$ cat src/rtl/nibble_serial_adder_pkg.sv
// Shared definitions for the nibble-serial adder: FSM state encoding,
// nibble slice width and the helper that derives the nibble count.
package nibble_serial_adder_pkg;

  typedef enum logic [1:0] {
    ST_IDLE = 2'd0,
    ST_RUN  = 2'd1,
    ST_DONE = 2'd2
  } state_e;

  localparam int SLICE_W = 4;

  // Number of nibble cycles needed to cover a width-bit operand.
  function automatic int nslice_of(input int width);
    return width / SLICE_W;
  endfunction

endpackage

$ cat src/rtl/ripple_adder.sv
// 4-bit ripple-carry adder slice, purely combinational.
module ripple_adder (
  input  logic [3:0] a_i,
  input  logic [3:0] b_i,
  input  logic       cin_i,
  output logic [3:0] sum_o,
  output logic       cout_o
);

  logic [4:0] carry_s;

  // Bit-by-bit ripple of the carry through the four full adders.
  always_comb begin
    carry_s    = 5'b0_0000;
    sum_o      = 4'b0000;
    carry_s[0] = cin_i;
    for (int i = 0; i < 4; i++) begin
      sum_o[i]       = a_i[i] ^ b_i[i] ^ carry_s[i];
      carry_s[i + 1] = (a_i[i] & b_i[i]) | (carry_s[i] & (a_i[i] ^ b_i[i]));
    end
    cout_o = carry_s[4];
  end

endmodule

$ cat src/rtl/nibble_serial_adder.sv
// Multi-cycle WIDTH-bit adder built around one 4-bit ripple slice.
// One nibble is processed per clock, LSB first; a registered carry links
// consecutive nibbles. Valid/ready handshakes on input and output.
// Optional two's-complement overflow output enabled by the macro
// NIBBLE_SERIAL_ADDER_OVF_EN.
module nibble_serial_adder
  import nibble_serial_adder_pkg::*;
#(
  parameter int WIDTH = 16
) (
  input  logic             clk,
  input  logic             rst_n,
  input  logic             in_valid,
  output logic             in_ready,
  input  logic [WIDTH-1:0] a,
  input  logic [WIDTH-1:0] b,
  input  logic             cin,
  output logic             out_valid,
  input  logic             out_ready,
  output logic [WIDTH-1:0] sum,
  output logic             cout,
  output logic             busy
`ifdef NIBBLE_SERIAL_ADDER_OVF_EN
  ,
  output logic             ovf
`endif
);

  localparam int NSLICE = nslice_of(WIDTH);
  localparam int IDX_W  = (NSLICE > 1) ? $clog2(NSLICE) : 1;
  localparam logic [IDX_W-1:0] LAST_IDX = IDX_W'(NSLICE - 1);
  localparam logic [IDX_W-1:0] IDX_ONE  = IDX_W'(1);

  if ((WIDTH < SLICE_W) || ((WIDTH % SLICE_W) != 0)) begin : g_width_check
    $error("nibble_serial_adder: WIDTH must be a multiple of 4 and at least 4");
  end

  state_e           state_q;
  logic [IDX_W-1:0] idx_q;
  logic [WIDTH-1:0] a_q;
  logic [WIDTH-1:0] b_q;
  logic             carry_q;
  logic [WIDTH-1:0] sum_q;
  logic             cout_q;
  logic             in_ready_q;
  logic             out_valid_q;
  logic             busy_q;
`ifdef NIBBLE_SERIAL_ADDER_OVF_EN
  logic             ovf_q;
`endif

  // Slice results form the next value of the current result nibble.
  logic [SLICE_W-1:0] slice_sum_d;
  logic               slice_cout_d;

  ripple_adder u_slice (
    .a_i    (a_q[idx_q * SLICE_W +: SLICE_W]),
    .b_i    (b_q[idx_q * SLICE_W +: SLICE_W]),
    .cin_i  (carry_q),
    .sum_o  (slice_sum_d),
    .cout_o (slice_cout_d)
  );

  // Control FSM plus operand, carry, result and status registers.
  always_ff @(posedge clk or negedge rst_n) begin
    if (!rst_n) begin
      state_q     <= ST_IDLE;
      idx_q       <= '0;
      a_q         <= '0;
      b_q         <= '0;
      carry_q     <= 1'b0;
      sum_q       <= '0;
      cout_q      <= 1'b0;
      in_ready_q  <= 1'b1;
      out_valid_q <= 1'b0;
      busy_q      <= 1'b0;
`ifdef NIBBLE_SERIAL_ADDER_OVF_EN
      ovf_q       <= 1'b0;
`endif
    end else begin
      case (state_q)
        ST_IDLE: begin
          if (in_valid && in_ready_q) begin
            a_q        <= a;
            b_q        <= b;
            carry_q    <= cin;
            idx_q      <= '0;
            state_q    <= ST_RUN;
            in_ready_q <= 1'b0;
            busy_q     <= 1'b1;
          end
        end
        ST_RUN: begin
          sum_q[idx_q * SLICE_W +: SLICE_W] <= slice_sum_d;
          carry_q <= slice_cout_d;
          idx_q   <= idx_q + IDX_ONE;
          if (idx_q == LAST_IDX) begin
            idx_q       <= '0;
            cout_q      <= slice_cout_d;
            state_q     <= ST_DONE;
            out_valid_q <= 1'b1;
`ifdef NIBBLE_SERIAL_ADDER_OVF_EN
            // Same-sign operands whose result sign differs have overflowed.
            ovf_q <= (a_q[WIDTH-1] == b_q[WIDTH-1]) &&
                     (slice_sum_d[SLICE_W-1] != a_q[WIDTH-1]);
`endif
          end
        end
        ST_DONE: begin
          // Result holds until the consumer takes it; sum is not cleared.
          if (out_ready) begin
            state_q     <= ST_IDLE;
            out_valid_q <= 1'b0;
            busy_q      <= 1'b0;
            in_ready_q  <= 1'b1;
          end
        end
        default: begin
          state_q     <= ST_IDLE;
          idx_q       <= '0;
          out_valid_q <= 1'b0;
          busy_q      <= 1'b0;
          in_ready_q  <= 1'b1;
        end
      endcase
    end
  end

  assign in_ready  = in_ready_q;
  assign out_valid = out_valid_q;
  assign busy      = busy_q;
  assign sum       = sum_q;
  assign cout      = cout_q;
`ifdef NIBBLE_SERIAL_ADDER_OVF_EN
  assign ovf       = ovf_q;
`endif

endmodule
$ cat config.mk
export PLATFORM = sky130hd
export DESIGN_NAME = nibble_serial_adder
export DESIGN_NICKNAME = d
export VERILOG_FILES = /design/src/rtl/nibble_serial_adder_pkg.sv /design/src/rtl/ripple_adder.sv /design/src/rtl/nibble_serial_adder.sv
export SDC_FILE = /design/constraint.sdc
export NUM_CORES = 1
export LEC_CHECK = 0
export BUFFER_PORTS_ARGS = -buffer_cell sky130_fd_sc_hd__clkbuf_2
export CAP_MARGIN = 0
export CORE_ASPECT_RATIO = 0.6
export CORE_MARGIN = 2
export CORE_UTILIZATION = 45
export CTS_CLUSTER_DIAMETER = 50
export DETAILED_ROUTE_END_ITERATION = 8
export GPL_TIMING_DRIVEN = 0
export PLACE_DENSITY_LB_ADDON = 0.05
export SLEW_MARGIN = 20
export SYNTH_ARGS = -nofsm -noshare
export SYNTH_HDL_FRONTEND = slang
export SYNTH_SLANG_ARGS = --single-unit
$ cat constraint.sdc
create_clock -name clk -period 3.6 [get_ports clk]
set_clock_uncertainty 0.15 [all_clocks]
set_input_delay 0.36 -clock clk [delete_from_list [all_inputs] [get_ports clk]]
set_output_delay 0.36 -clock clk [all_outputs]
set_load 0.01 [all_outputs]
=== After elaboration in Yosys (flattened, before gate mapping) ===
Index checks and enable logic that the tools add are counted.

* Register bits after elaboration: 57
* Input port bits: 37
* Output and inout bits: 20
* Logic and storage cells: 73

* $add $sub $neg: 2
* Equal/unequal tests: 6
* Shift operators: 4
* Mux-type cells: 18
* Bitwise logic cells: 23
* Reductions and logical operators: 10

{| class="wikitable"
|+ Operators with widths
! kind !! count
|-
| negator 4 -> 34 bit || 1
|-
| variable shift 4 x 34 -> 16 bit (first input constant) || 1
|-
| indexed part select 4 x 34 -> 16 bit || 1
|-
| indexed part select 16 x 5 -> 4 bit || 2
|-
| bitwise mux 16 bit || 1
|-
| case mux 2 bit (3 select lines) || 2
|-
| 2-to-1 mux 2 bit || 5
|-
| case mux 1 bit (3 select lines) || 3
|-
| AND reduction 3 bit || 3
|-
| AND 1 bit || 8
|-
| AND reduction 2 bit || 4
|-
| XOR 1 bit || 8
|-
| 2-to-1 mux 1 bit || 6
|-
| != test 2 bit (second input constant) || 3
|-
| == test 2 bit (second input constant) || 2
|-
| OR 1 bit || 4
|-
| inverter 1 bit || 3
|-
| adder 2 x 1 -> 2 bit (second input constant) || 1
|-
| == test 2 x 1 -> 1 bit (second input constant) || 1
|-
| logical NOT 2 bit || 1
|-
| case mux 1 bit (2 select lines) || 1
|-
| nonzero test 2 bit || 1
|-
| logical AND 1 bit || 1
|}

=== Depth between registers and ports, before layout ===
Gate-level depths: netlist of run 1.

* Depth in word-level cells: 11
* Mapped depth: 10
* Gate-level depth less buffers: 9

=== Modules after synthesis ===
From an unflattened synthesis of run 1, not the netlist that was laid out.

* Cell total of the unflattened synthesis: 190
* Area, all modules: 2657.5 um^2

{| class="wikitable"
|+ By module, submodules not included
! module !! times used !! cells each !! area an instance (um^2) !! seq. area each (um^2)
|-
| nibble_serial_adder || 1 || 176 || 2539.9 || 1427.6
|-
| ripple_adder || 1 || 14 || 117.6 || 0.0
|}

=== Worst setup path after synthesis of run 1 ===
OpenSTA, ideal clock, no wires.

* Path type: register to register
* Start point: register idx_q[0]
* End point: register sum_q[15], in the netlist sum[15]
* Arrival time: 2.715 ns
* Path slack: 0.640 ns
* Stages on the path, launching flop included: 10
* Buffers on the path: 1
* Clock period less this slack: 2.960 ns
* Path through: dfrtp_1 > buf_2 > mux4_2 > inv_1 > fa_1 > inv_1 > fa_1 > fa_1 > nand3b_1 > o31ai_1

* Longest elaborated chain between the ends: 11
* Elaborated cells between the ends (all ways): 23
* Those cells by class: 1 x add/sub; 4 x shift; 1 x mux; 17 x bitwise

{| class="wikitable"
|+ RTL lines
! item !! line !! source
|-
| start, declared || nibble_serial_adder.sv:39 || <nowiki>logic [IDX_W-1:0] idx_q;</nowiki>
|-
| start signal, assigned || nibble_serial_adder.sv:96 || <nowiki>idx_q <= idx_q + IDX_ONE;</nowiki>
|-
| indexed part select 16 x 5 -> 4 bit (on tied branches) || nibble_serial_adder.sv:57, nibble_serial_adder.sv:58 ||
|-
| XOR 1 bit || ripple_adder.sv:18, ripple_adder.sv:19 ||
|-
| AND 1 bit || ripple_adder.sv:19 || <nowiki>carry_s[i + 1] = (a_i[i] & b_i[i]) | (carry_s[i] & (a_i[i] ^ b_i[i]));</nowiki>
|-
| OR 1 bit || ripple_adder.sv:19 ||
|-
| AND 1 bit || ripple_adder.sv:19 ||
|-
| OR 1 bit || ripple_adder.sv:19 ||
|-
| AND 1 bit || ripple_adder.sv:19 ||
|-
| OR 1 bit || ripple_adder.sv:19 ||
|-
| XOR 1 bit || ripple_adder.sv:18 || <nowiki>sum_o[i] = a_i[i] ^ b_i[i] ^ carry_s[i];</nowiki>
|-
| indexed part select 4 x 34 -> 16 bit || nibble_serial_adder.sv:94 || <nowiki>sum_q[idx_q * SLICE_W +: SLICE_W] <= slice_sum_d;</nowiki>
|-
| bitwise mux 16 bit * || nibble_serial_adder.sv:94 ||
|-
| end signal, assigned by index || nibble_serial_adder.sv:94 ||
|-
| end, declared || nibble_serial_adder.sv:43 || <nowiki>logic [WIDTH-1:0] sum_q;</nowiki>
|}

Mark *: on every way between the ends. The rest lies on a longest branch, timed or not.
A chain may end at the register's enable or synchronous reset.

=== Final worst setup path of run 1 ===
Ends and elaborated chain as after synthesis.

==> results of run 1 <==
power by group through the flow:
stage | registers, uW | clock network [uW] | logic [uW]
after floorplan | 1090 | 0 | 813
after global placement | 1090 | 0 | 1200
after detailed placement | 1090 | 0 | 1230
after CTS | 1080 | 608 | 1230
after global routing | 1130 | 642 | 1370
final | 1080 | 588 | 1210
routing by layer:
metal / track usage, % / wire length (um) / vias to the layer above
met5: 0 / 0 / -
met3: 6.66 / 286 / 9
met1: 28.1 / 2810 / 860
li1: - / - / 831
met4: 6.41 / 65 / 0
met2: 26.4 / 2190 / 46
critical path, stage by stage (launching register included):
cell	delay, ns
dfrtp_1	0.57
clkbuf_4	0.35
mux4_2	0.52
inv_1	0.13
fa_1	0.18
inv_1	0.05
fa_1	0.37
fa_1	0.56
nand3b_1	0.13
o31ai_1	0.21
per-stage QoR:
step           setup slack, ns  hold WS, ns  util (%)
2_1_floorplan            0.640      -0.0856         -
3_3_place_gp             0.246        0.318      53.8
3_5_place_dp             0.234        0.138      54.2
4_1_cts                  0.219       0.0754      57.8
5_1_grt                 0.0436       0.0886      57.9
6_report                 0.305       0.0968      57.9
cell usage after synthesis (2+ instances only):
cell / instances
dfrtp_1: 56
a21oi_1: 4
nand3b_1: 3
a22o_1: 2
inv_1: 12
o21ai_0: 17
mux4_2: 8
nor2_1: 3
buf_4: 4
or4_1: 3
o31ai_1: 3
nand2_1: 22
ha_1: 6
mux2_2: 32
nand3b_4: 3
mux2_1: 2
buf_2: 2
fa_1: 4
final cells by class:
cell class              count  area (um^2)
plain buffers               7         47.5
clock buffers              12          155
well taps                  80          100
repair buffers             58          313
fillers                   497         2370
clock inverters             3         40.0
multi-input cells         120         1130
flip-flops and latches     57         1430
inverters                  12         45.0
state kept, by name, summed over array words and instances (netlist names):
| signal | flops |
|---|---|
| sum | 16 |
| idx_q | 2 |
| out_valid | 1 |
| a_q | 16 |
| busy | 1 |
| carry_q | 1 |
| in_ready | 1 |
| b_q | 16 |
| state_q | 2 |
| cout | 1 |
worst min-delay path by stage:
stage	startpoint	to	slack, ns
2_1_floorplan	rst_n	a_q[0]$_DFFE_PN0P_	-0.09
3_3_place_gp	sum[1]$_DFFE_PN0P_	sum[1]$_DFFE_PN0P_	0.32
4_1_cts	a[3]	a_q[3]$_DFFE_PN0P_	0.08
3_5_place_dp	rst_n	b_q[13]$_DFFE_PN0P_	0.14
5_1_grt	b[4]	b_q[4]$_DFFE_PN0P_	0.09
6_report	a[3]	a_q[3]$_DFFE_PN0P_	0.1
logic make-up (layout without fill, tap and decap cells):
kind of cell               count (synthesis)  after routing
DFF                                       57             57
muxes                                     42             42
and+or+nand+nor                           39             39
AOI/OAI and AO/OA                         29             29
buffers and inverters                     19             92
adders and majority gates                 10             10
timing repair:
item	CTS	global route
endpoints found under the hold margin	17	0
resized for setup	0	3
hold buffers	1	0
buffers inserted	0	0
endpoints found under the setup margin	0	1
==> summary.txt, run 1 <==
Setup path
  • Worst R2R Path Depth: 9
  • Reg2reg start: idx_q[0]$_DFFE_PN0P_
  • CP Capture Point: sum[15]$_DFFE_PN0P_
  • WP data required: 3.69 ns
  • Crit Path Category: reg2reg
  • RR Endpoint: sum[15]$_DFFE_PN0P_
  • Worst-path maximum fanout: 10
  • CP arrival: 3.38 ns
  • CP endpoint kind: flop
  • CP startpoint: idx_q[0]$_DFFE_PN0P_
  • Flop-to-flop setup slack: 0.30 ns
  • Worst Setup Start Kind: flop

GRT
  • Global-route wire length before repair: 9.26 mm
  • Initial antenna violation count: 0
  • Largest net degree at the start of global routing: 40
  • Vias in the first global route: 1,821
  • Total track usage: 19.2%
  • Global route total overflow: 0

STA
  • Fin. Hold Viols: 0
  • Slew Limit Fails: 0
  • Final setup TNS: 0 ns
  • Slew @ Worst Pin: 0.399 ns
  • Final setup violation count: 0
  • Fin crit share: 91.5%
  • Unrepaired setup endpoints after global routing: no
  • Slew headroom: 73.3%
  • Fmax: 0.303 GHz
  • Minimum clock period: 3.30 ns

Pwr
  • Clock Power Share: 20.4%
  • Comb power frac: 42.1%
  • PwrDens: 885 nW/um^2
  • Sw frac: 35.8%
  • Switching power: 1030 uW
  • Internal cell power: 1850 uW
  • Register share of total power: 37.5%
  • P_leak: 0.00163 uW
  • Power, Total: 2880 uW
  • Worst VDD drop: 0.364 mV

Clocking
  • Clock network latency to the later pin of the worst-skew pair: 0.33 ns
  • Maximum root-to-sink buffer count: 2
  • CTS Buf Count: 9
  • Clk slew on worst S/H paths: 0.06 ns
  • H-tree depth: 3
  • TritonCTS clock tree: done
  • Clock Sinks: 57
  • CTS root buffer: clkbuf_8

Run
  • Max Cap Viol: 0

Worst hold path
  • Hold depth: 2
  • HP Class: in2reg

Synth
  • Netlist Area Pre-Place: 2640 um^2
  • Synth Area in Adders: 5.87%
  • Largest family of logic cells by synthesized area: multiplexers
  • Syn nets: 243
  • Dominant cell type by area after synthesis: dfrtp_1
  • Seq cells post-synth: 57
  • Ys flop type: dfrtp_1
  • Synth area leaders: dfrtp_1, mux2_2, mux4_2
  • YS warnings: 0
  • Post-synth top area share: 53.0%
  • Xor/xnor cell area share of the yosys netlist: 0%
  • Synthesized area per cell: 13.5 um^2
  • Post-synth EDFFs: 0
  • Compound-Gate Fraction of Synth Area: 6.34%
  • Post-synth ARST share: 100%
  • Count of unique library cells instantiated by Yosys: 28
  • Seq/Total Area, Yosys: 54.0%
  • Synth Instances: 196
  • Simple-gate portion of the synthesized area: 9.13%
  • Mux share of post-synthesis cell area: 21.3%

Layout
  • Synth-to-layout area growth: 23.1%
  • Final Non-Filler Cells: 349
  • Nets: 312
  • Final Cell Area: 3260 um^2
  • Commonest cells after routing, fill and taps aside: clkbuf_2, dfrtp_1, mux2_2
  • Share of cells above drive strength 1: 45.7%
  • Ant. Diodes: 0

Routing
  • ANT nets after route: 0
  • Via density: 5.00
  • WL per Instance: 15.3 um
  • # DRC: 0
  • Routed vias: 1,746
  • Pre-antenna DRT Iters: 4
  • Drt first-iter violations: 63
  • Detailed Route WL: 5.35 mm

Status
  • Outcome: complete, no violations

Placement
  • DP Area: 3050 um^2
  • DP HPWL: 3.97 mm
  • Dpl cells: 333
  • IO Port Bufs: 56
  • Final GP Congestion: 0.749

Floorplanning
  • Starting Density: 47.0%
  • Die W: 103 um
  • Die height: 63.4 um
  • Die area: 6520 um^2
  • Rows: 21
  • I/O pins: 57
  • CORE AREA: 5620 um^2
Note: power is estimated with default switching activity, not from simulation.
==> run 2, diff against run 1 <==
==> constraint.sdc (replaced) <==
create_clock -name clk -period 3.9 [get_ports clk]
set_clock_uncertainty 0.15 [all_clocks]
set_input_delay 0.39 -clock clk [delete_from_list [all_inputs] [get_ports clk]]
set_output_delay 0.39 -clock clk [all_outputs]
set_load 0.01 [all_outputs]
==> run 2 against run 1 <==
Sequential cell count unchanged. Combinational power decreased by 8%. Critical endpoint unchanged. Via count decreased by 0.57%. Power decreased by 7.9%. Sequential power decreased by 8%. Wire length decreased by 0.52%. Final area decreased by 0.12%. Largest power group unchanged. Sequential share of layout area increased by 0.051 points. Maximum frequency decreased by 1.0%.
==> summary.txt, run 2 (synthesized netlist as in run 1, its figures left out) <==
Floorplanning
  • Die area: 6520 um^2 (unchanged)
  • I/O pins: 57 (unchanged)
  • Die height: 63.4 um (unchanged)
  • CORE AREA: 5620 um^2 (unchanged)
  • Die W: 103 um (unchanged)
  • Rows: 21 (unchanged)
  • Starting Density: 47.0% (unchanged)

Worst hold path
  • Hold path start: a[3]
  • Hold depth: 2 (unchanged)
  • Hold Crit Endpoint: a_q[3]$_DFFE_PN0P_
  • HP Class: in2reg

STA
  • Slew Limit Fails: 0 (unchanged)
  • Slew @ Worst Pin: 0.600 ns (+0.201 ns)
  • Fmax: 0.300 GHz (-1.0%)
  • Final setup violation count: 0 (unchanged)
  • Worst setup margin: 0.571 ns (+0.266 ns)
  • Fin. Hold Viols: 0 (unchanged)
  • Minimum clock period: 3.33 ns (+0.0343 ns)
  • Slew headroom: 60.0% (-13 points)
  • Hold WS: 0.127 ns (+0.0299 ns)
  • Final setup TNS: 0 ns (unchanged)
  • Fin crit share: 85.4% (-6.2 points)
  • Unrepaired setup endpoints after global routing: no

Pwr
  • P_leak: 0.00163 uW (-0.21%)
  • PwrDens: 816 nW/um^2 (-7.8%)
  • Power, Total: 2650 uW (-7.9%)
  • Worst VDD drop: 0.336 mV (-7.6%)

GRT
  • Global-route wire length before repair: 9.26 mm (unchanged)
  • Global route total overflow: 0 (unchanged)
  • Largest net degree at the start of global routing: 40 (unchanged)
  • Initial antenna violation count: 0 (unchanged)
  • Total track usage: 19.2% (unchanged)
  • Vias in the first global route: 1,821 (unchanged)

Layout
  • Share of cells above drive strength 1: 45.4% (-0.37 points)
  • Final Cell Area: 3250 um^2 (-0.12%)
  • Fillers: 495 (-0.40%)
  • Ant. Diodes: 0 (unchanged)
  • Commonest cells after routing, fill and taps aside: dfrtp_1, clkbuf_2, mux2_2
  • Synth-to-layout area growth: 23.0%
  • Commonest non-fill, non-tap cell in the layout: dfrtp_1
  • Nets: 312 (unchanged)

Setup path
  • Crit Path Category: reg2reg
  • RR Endpoint: sum[15]$_DFFE_PN0P_
  • CP endpoint kind: flop
  • CP arrival: 3.42 ns (+0.04 ns)
  • WP data required: 3.99 ns (+0.30 ns)
  • Worst Setup Start Kind: flop
  • Worst-path maximum fanout: 10 (unchanged)
  • Reg2reg start: idx_q[0]$_DFFE_PN0P_
  • Worst R2R Path Depth: 9 (unchanged)
  • Flop-to-flop setup slack: 0.57 ns (+0.27 ns)

Clocking
  • CTS root buffer: clkbuf_8
  • Post-CTS sizing: 0 (unchanged)
  • Post-CTS setup buffer count: 0 (unchanged)
  • Clock network latency to the later pin of the worst-skew pair: 0.33 ns (about the same)
  • Clock Sinks: 57 (unchanged)
  • Clk slew on worst S/H paths: 0.06 ns (about the same)
  • Maximum root-to-sink buffer count: 2 (unchanged)
  • Post-CTS Hold Buffers: 1 (unchanged)
  • TritonCTS clock tree: done
  • H-tree depth: 3 (unchanged)
  • CTS Buf Count: 9 (unchanged)

Placement
  • DP Area: 3050 um^2 (unchanged)
  • IO Port Bufs: 56 (unchanged)
  • Dpl ws: 0.534 ns (+0.300 ns)
  • Final GP Congestion: 0.749 (unchanged)
  • DP HPWL: 3.97 mm (unchanged)

Routing
  • Pre-antenna DRT Iters: 4 (unchanged)
  • Drt first-iter violations: 67 (+6.3%)
  • # DRC: 0 (unchanged)
  • Routed vias: 1,736 (-0.57%)
  • Via density: 4.97 (-0.57%)
  • Detailed Route WL: 5.32 mm (-0.52%)
  • WL per Instance: 15.3 um (-0.52%)
  • ANT nets after route: 0 (unchanged)

Run
  • Max Cap Viol: 0 (unchanged)

Status
  • Outcome: complete, no violations
[run 2: cell count changes in the layout (fill, tap and decap cells not counted), sizes merged]
cell / before / now
buf: 6 / 7
clkbuf: 70 / 69
[run 2: metrics by stage]
stage / util [%] / cells
after floorplan: - / 196
after global placement: 53.8 / 332
after detailed placement: 54.2 / 333
after CTS: 57.8 / 349
after global routing: 57.8 / 349
final: 57.8 / 349
[run 2: cell type report]
class / instances / area, um^2 / share of cell area (%)
buffer: 7 / 43.8 / 1.35
clock buffer: 12 / 155 / 4.77
clock inverter: 3 / 40.0 / 1.23
inverter: 12 / 45.0 / 1.39
multi-input combinational: 120 / 1130 / 34.7
sequential: 57 / 1430 / 43.9
tap: 80 / 100 / 3.08
timing repair buffer: 58 / 313 / 9.62
[run 2: critical path: stages (launching register included)]
cell and delay (ns):
dfrtp_1 0.55, buf_2 0.38, mux4_2 0.54, inv_1 0.12, fa_1 0.17, inv_1 0.05, fa_1 0.37, fa_1 0.55
nand3b_1 0.13, o31ai_1 0.21
[run 2: worst max path at each step]
stage,from,end,depth (start not counted)
after floorplan,idx_q[0]$_DFFE_PN0P_,sum[15]$_DFFE_PN0P_,9
after global placement,idx_q[0]$_DFFE_PN0P_,sum[7]$_DFFE_PN0P_,9
after detailed placement,idx_q[0]$_DFFE_PN0P_,sum[15]$_DFFE_PN0P_,9
after CTS,idx_q[0]$_DFFE_PN0P_,sum[15]$_DFFE_PN0P_,9
after global routing,idx_q[1]$_DFFE_PN0P_,sum[15]$_DFFE_PN0P_,10
final,idx_q[0]$_DFFE_PN0P_,sum[15]$_DFFE_PN0P_,9
[run 2: report_power, final]
group / switching (uW) / internal, uW / total, uW / leakage, uW
clock network: 218 / 324 / 542 / 0.000102
logic: 583 / 532 / 1110 / 0.000804
registers: 148 / 849 / 997 / 0.000723
[run 2: metal layers]
layer	vias up	share of wire, %	GRT usage, %
li1	830	-	-
met4	0	1.2	6.41
met5	-	0	0
met1	848	52	28.1
met3	7	5.8	6.66
met2	51	41	26.4
==> run 3, diff against run 2 <==
--- a/config.mk
+++ b/config.mk
@@ -10,10 +10,12 @@
 export CORE_ASPECT_RATIO = 0.6
 export CORE_MARGIN = 2
 export CORE_UTILIZATION = 45
+export CTS_BUF_LIST = sky130_fd_sc_hd__clkbuf_8
 export CTS_CLUSTER_DIAMETER = 50
 export DETAILED_ROUTE_END_ITERATION = 8
 export GPL_TIMING_DRIVEN = 0
 export PLACE_DENSITY_LB_ADDON = 0.05
+export SETUP_SLACK_MARGIN = 0.3
 export SLEW_MARGIN = 20
 export SYNTH_ARGS = -nofsm -noshare
 export SYNTH_HDL_FRONTEND = slang
==> run 3 against run 2 <==
Highest routed layer unchanged. Sequential power about the same. Final area up 0.12%. Cell count unchanged. Critical path type unchanged. Clock-buffer cell count down 1. Largest cell class unchanged. Sequential share of layout area down 0.051 points. Hold slack about the same. Clock power about the same. Core utilization up 0.067 points.
==> summary.txt, run 3 (synthesized netlist as in run 1, its figures left out) <==
STA
  • Fmax: 0.303 GHz (+1.0%)
  • Minimum clock period: 3.30 ns (-0.0343 ns)
  • Slew @ Worst Pin: 0.399 ns (-0.201 ns)
  • Slew headroom: 73.3% (+13 points)
  • Fin crit share: 84.5% (-0.88 points)
  • Fin. Hold Viols: 0 (unchanged)
  • Final setup TNS: 0 ns (unchanged)
  • Slew Limit Fails: 0 (unchanged)
  • Final setup violation count: 0 (unchanged)
  • Unrepaired setup endpoints after global routing: no

Clocking
  • CTS Buf Count: 9 (unchanged)
  • TritonCTS clock tree: done
  • Clock network latency to the later pin of the worst-skew pair: 0.33 ns (about the same)
  • H-tree depth: 3 (unchanged)
  • Clk slew on worst S/H paths: 0.06 ns (about the same)
  • Clock Sinks: 57 (unchanged)
  • Post-CTS setup buffer count: 0 (unchanged)
  • CTS root buffer: clkbuf_8
  • Maximum root-to-sink buffer count: 2 (unchanged)

Setup path
  • Crit Path Category: reg2reg
  • Worst-path maximum fanout: 10 (unchanged)
  • Worst R2R Path Depth: 9 (unchanged)
  • Worst Setup Start Kind: flop
  • RR Endpoint: sum[15]$_DFFE_PN0P_
  • Reg2reg start: idx_q[0]$_DFFE_PN0P_
  • Max stage delay on crit path: 0.57 ns (+0.02 ns)
  • WP data required: 3.99 ns (about the same)
  • CP arrival: 3.38 ns (-0.04 ns)
  • CP endpoint kind: flop
  • Flop-to-flop setup slack: 0.60 ns (+0.03 ns)
  • Critical-path top delay cell: dfrtp_1
  • Critical Path Most Common Cell: fa_1
  • Crit path cell chain: clkbuf_4 > mux4_2 > inv_1 > fa_1 > inv_1 > fa_1 > fa_1 > nand3b_1 > o31ai_1

Routing
  • # DRC: 0 (unchanged)
  • Via density: 5.00 (+0.58%)
  • WL per Instance: 15.3 um (+0.47%)
  • Detailed Route WL: 5.35 mm (+0.47%)
  • Routed vias: 1,746 (+0.58%)
  • Pre-antenna DRT Iters: 4 (unchanged)
  • ANT nets after route: 0 (unchanged)
  • Drt first-iter violations: 63 (-6.0%)

Layout
  • Nets: 312 (unchanged)
  • Ant. Diodes: 0 (unchanged)
  • Commonest cells after routing, fill and taps aside: clkbuf_2, dfrtp_1, mux2_2
  • Share of cells above drive strength 1: 45.7% (+0.37 points)
  • Synth-to-layout area growth: 23.1%

Placement
  • DP HPWL: 3.97 mm (unchanged)
  • Final GP Congestion: 0.749 (unchanged)
  • IO Port Bufs: 56 (unchanged)

GRT
  • Vias in the first global route: 1,821 (unchanged)
  • Initial antenna violation count: 0 (unchanged)
  • Largest net degree at the start of global routing: 40 (unchanged)
  • Total track usage: 19.2% (unchanged)
  • Global-route wire length before repair: 9.26 mm (unchanged)
  • Global route total overflow: 0 (unchanged)

Worst hold path
  • Hold Crit Endpoint: a_q[3]$_DFFE_PN0P_
  • Hold depth: 2 (unchanged)
  • Hold path start: a[3]
  • HP Class: in2reg

Status
  • Outcome: complete, no violations

Floorplanning
  • Die area: 6520 um^2 (unchanged)
  • Die W: 103 um (unchanged)
  • Die height: 63.4 um (unchanged)
  • Rows: 21 (unchanged)
  • CORE AREA: 5620 um^2 (unchanged)
  • I/O pins: 57 (unchanged)
  • Starting Density: 47.0% (unchanged)

Pwr
  • Comb power frac: 42.1% (about the same)
  • PwrDens: 817 nW/um^2 (about the same)
  • Power, Total: 2660 uW (+0.15%)
  • P_leak: 0.00164 uW (+0.47%)
  • Clock Power Share: 20.3% (about the same)
  • Register share of total power: 37.5% (about the same)
  • Sw frac: 35.8% (+0.081 points)
  • Internal cell power: 1710 uW (about the same)
  • Worst VDD drop: 0.336 mV (about the same)
  • Switching power: 953 uW (+0.38%)

Run
  • Max Cap Viol: 0 (unchanged)
[run 3: cell types whose count changed in the layout (fill, tap and decap cells not counted)]
cell / before / now
inv_1: 12 / 13
clkbuf_2: 55 / 56
buf_2: 2 / 1
clkbuf_1: 2 / 0
clkbuf_4: 1 / 2
[run 3: worst max path at each step]
stage                         start             endpoint  depth (start not counted)
6_report       idx_q[0]$_DFFE_PN0P_  sum[15]$_DFFE_PN0P_                          9
5_1_grt        idx_q[0]$_DFFE_PN0P_  sum[15]$_DFFE_PN0P_                          9
4_1_cts        idx_q[0]$_DFFE_PN0P_  sum[15]$_DFFE_PN0P_                          9
3_5_place_dp   idx_q[0]$_DFFE_PN0P_  sum[15]$_DFFE_PN0P_                          9
3_3_place_gp   idx_q[0]$_DFFE_PN0P_   sum[7]$_DFFE_PN0P_                          9
2_1_floorplan  idx_q[0]$_DFFE_PN0P_  sum[15]$_DFFE_PN0P_                          9
[run 3: metal layers]
layer	vias to the layer above	wire length (um)	track usage, %
li1	831	-	-
met1	860	2810	28.1
met2	46	2190	26.4
met3	9	286	6.66
met4	0	65	6.41
met5	-	0	0
[run 3: per-stage QoR]
| step | utilization, % | hold WS [ns] | setup slack (ns) | instances | area, um^2 |
|---|---|---|---|---|---|
| floorplan | - | -0.0556 | 0.940 | 196 | 2640 |
| global placement | 53.8 | 0.318 | 0.546 | 332 | 3020 |
| detailed placement | 54.2 | 0.168 | 0.534 | 333 | 3050 |
| CTS | 57.8 | 0.105 | 0.519 | 349 | 3250 |
| global route | 57.9 | 0.118 | 0.344 | 349 | 3260 |
| finish | 57.9 | 0.127 | 0.605 | 349 | 3260 |
[run 3: what timing repair did]
action / CTS / global route
endpoints found under the setup margin: 0 / 1
hold endpoints to repair: 17 / 0
hold buffers: 1 / 0
gates resized for setup: 0 / 3
[run 3: power groups by stage]
stage | registers [uW] | clock network, uW | logic (uW)
after floorplan | 1000 | 0 | 751
after global placement | 1010 | 0 | 1110
after detailed placement | 1010 | 0 | 1130
after CTS | 1000 | 559 | 1140
after global routing | 1040 | 590 | 1270
final | 998 | 541 | 1120
[run 3: area by class of cell]
type	instances	area, um^2
Timing Repair Buffer	58	313
Tap cell	80	100
Clock buffer	11	151
Multi-Input combinational cell	120	1130
Buffer	7	47.5
Sequential cell	57	1430
Clock inverter	4	43.8
Inverter	12	45.0
Fill cell	497	2370
[run 3: worst max-delay path: cells and delay by family (launching register included)]
family	cells	cell delay, ns
AOI/OAI and AO/OA	1	0.21
buffers and inverters	3	0.53
adders and majority gates	3	1.11
and+or+nand+nor	1	0.13
muxes	1	0.52
DFF	1	0.57
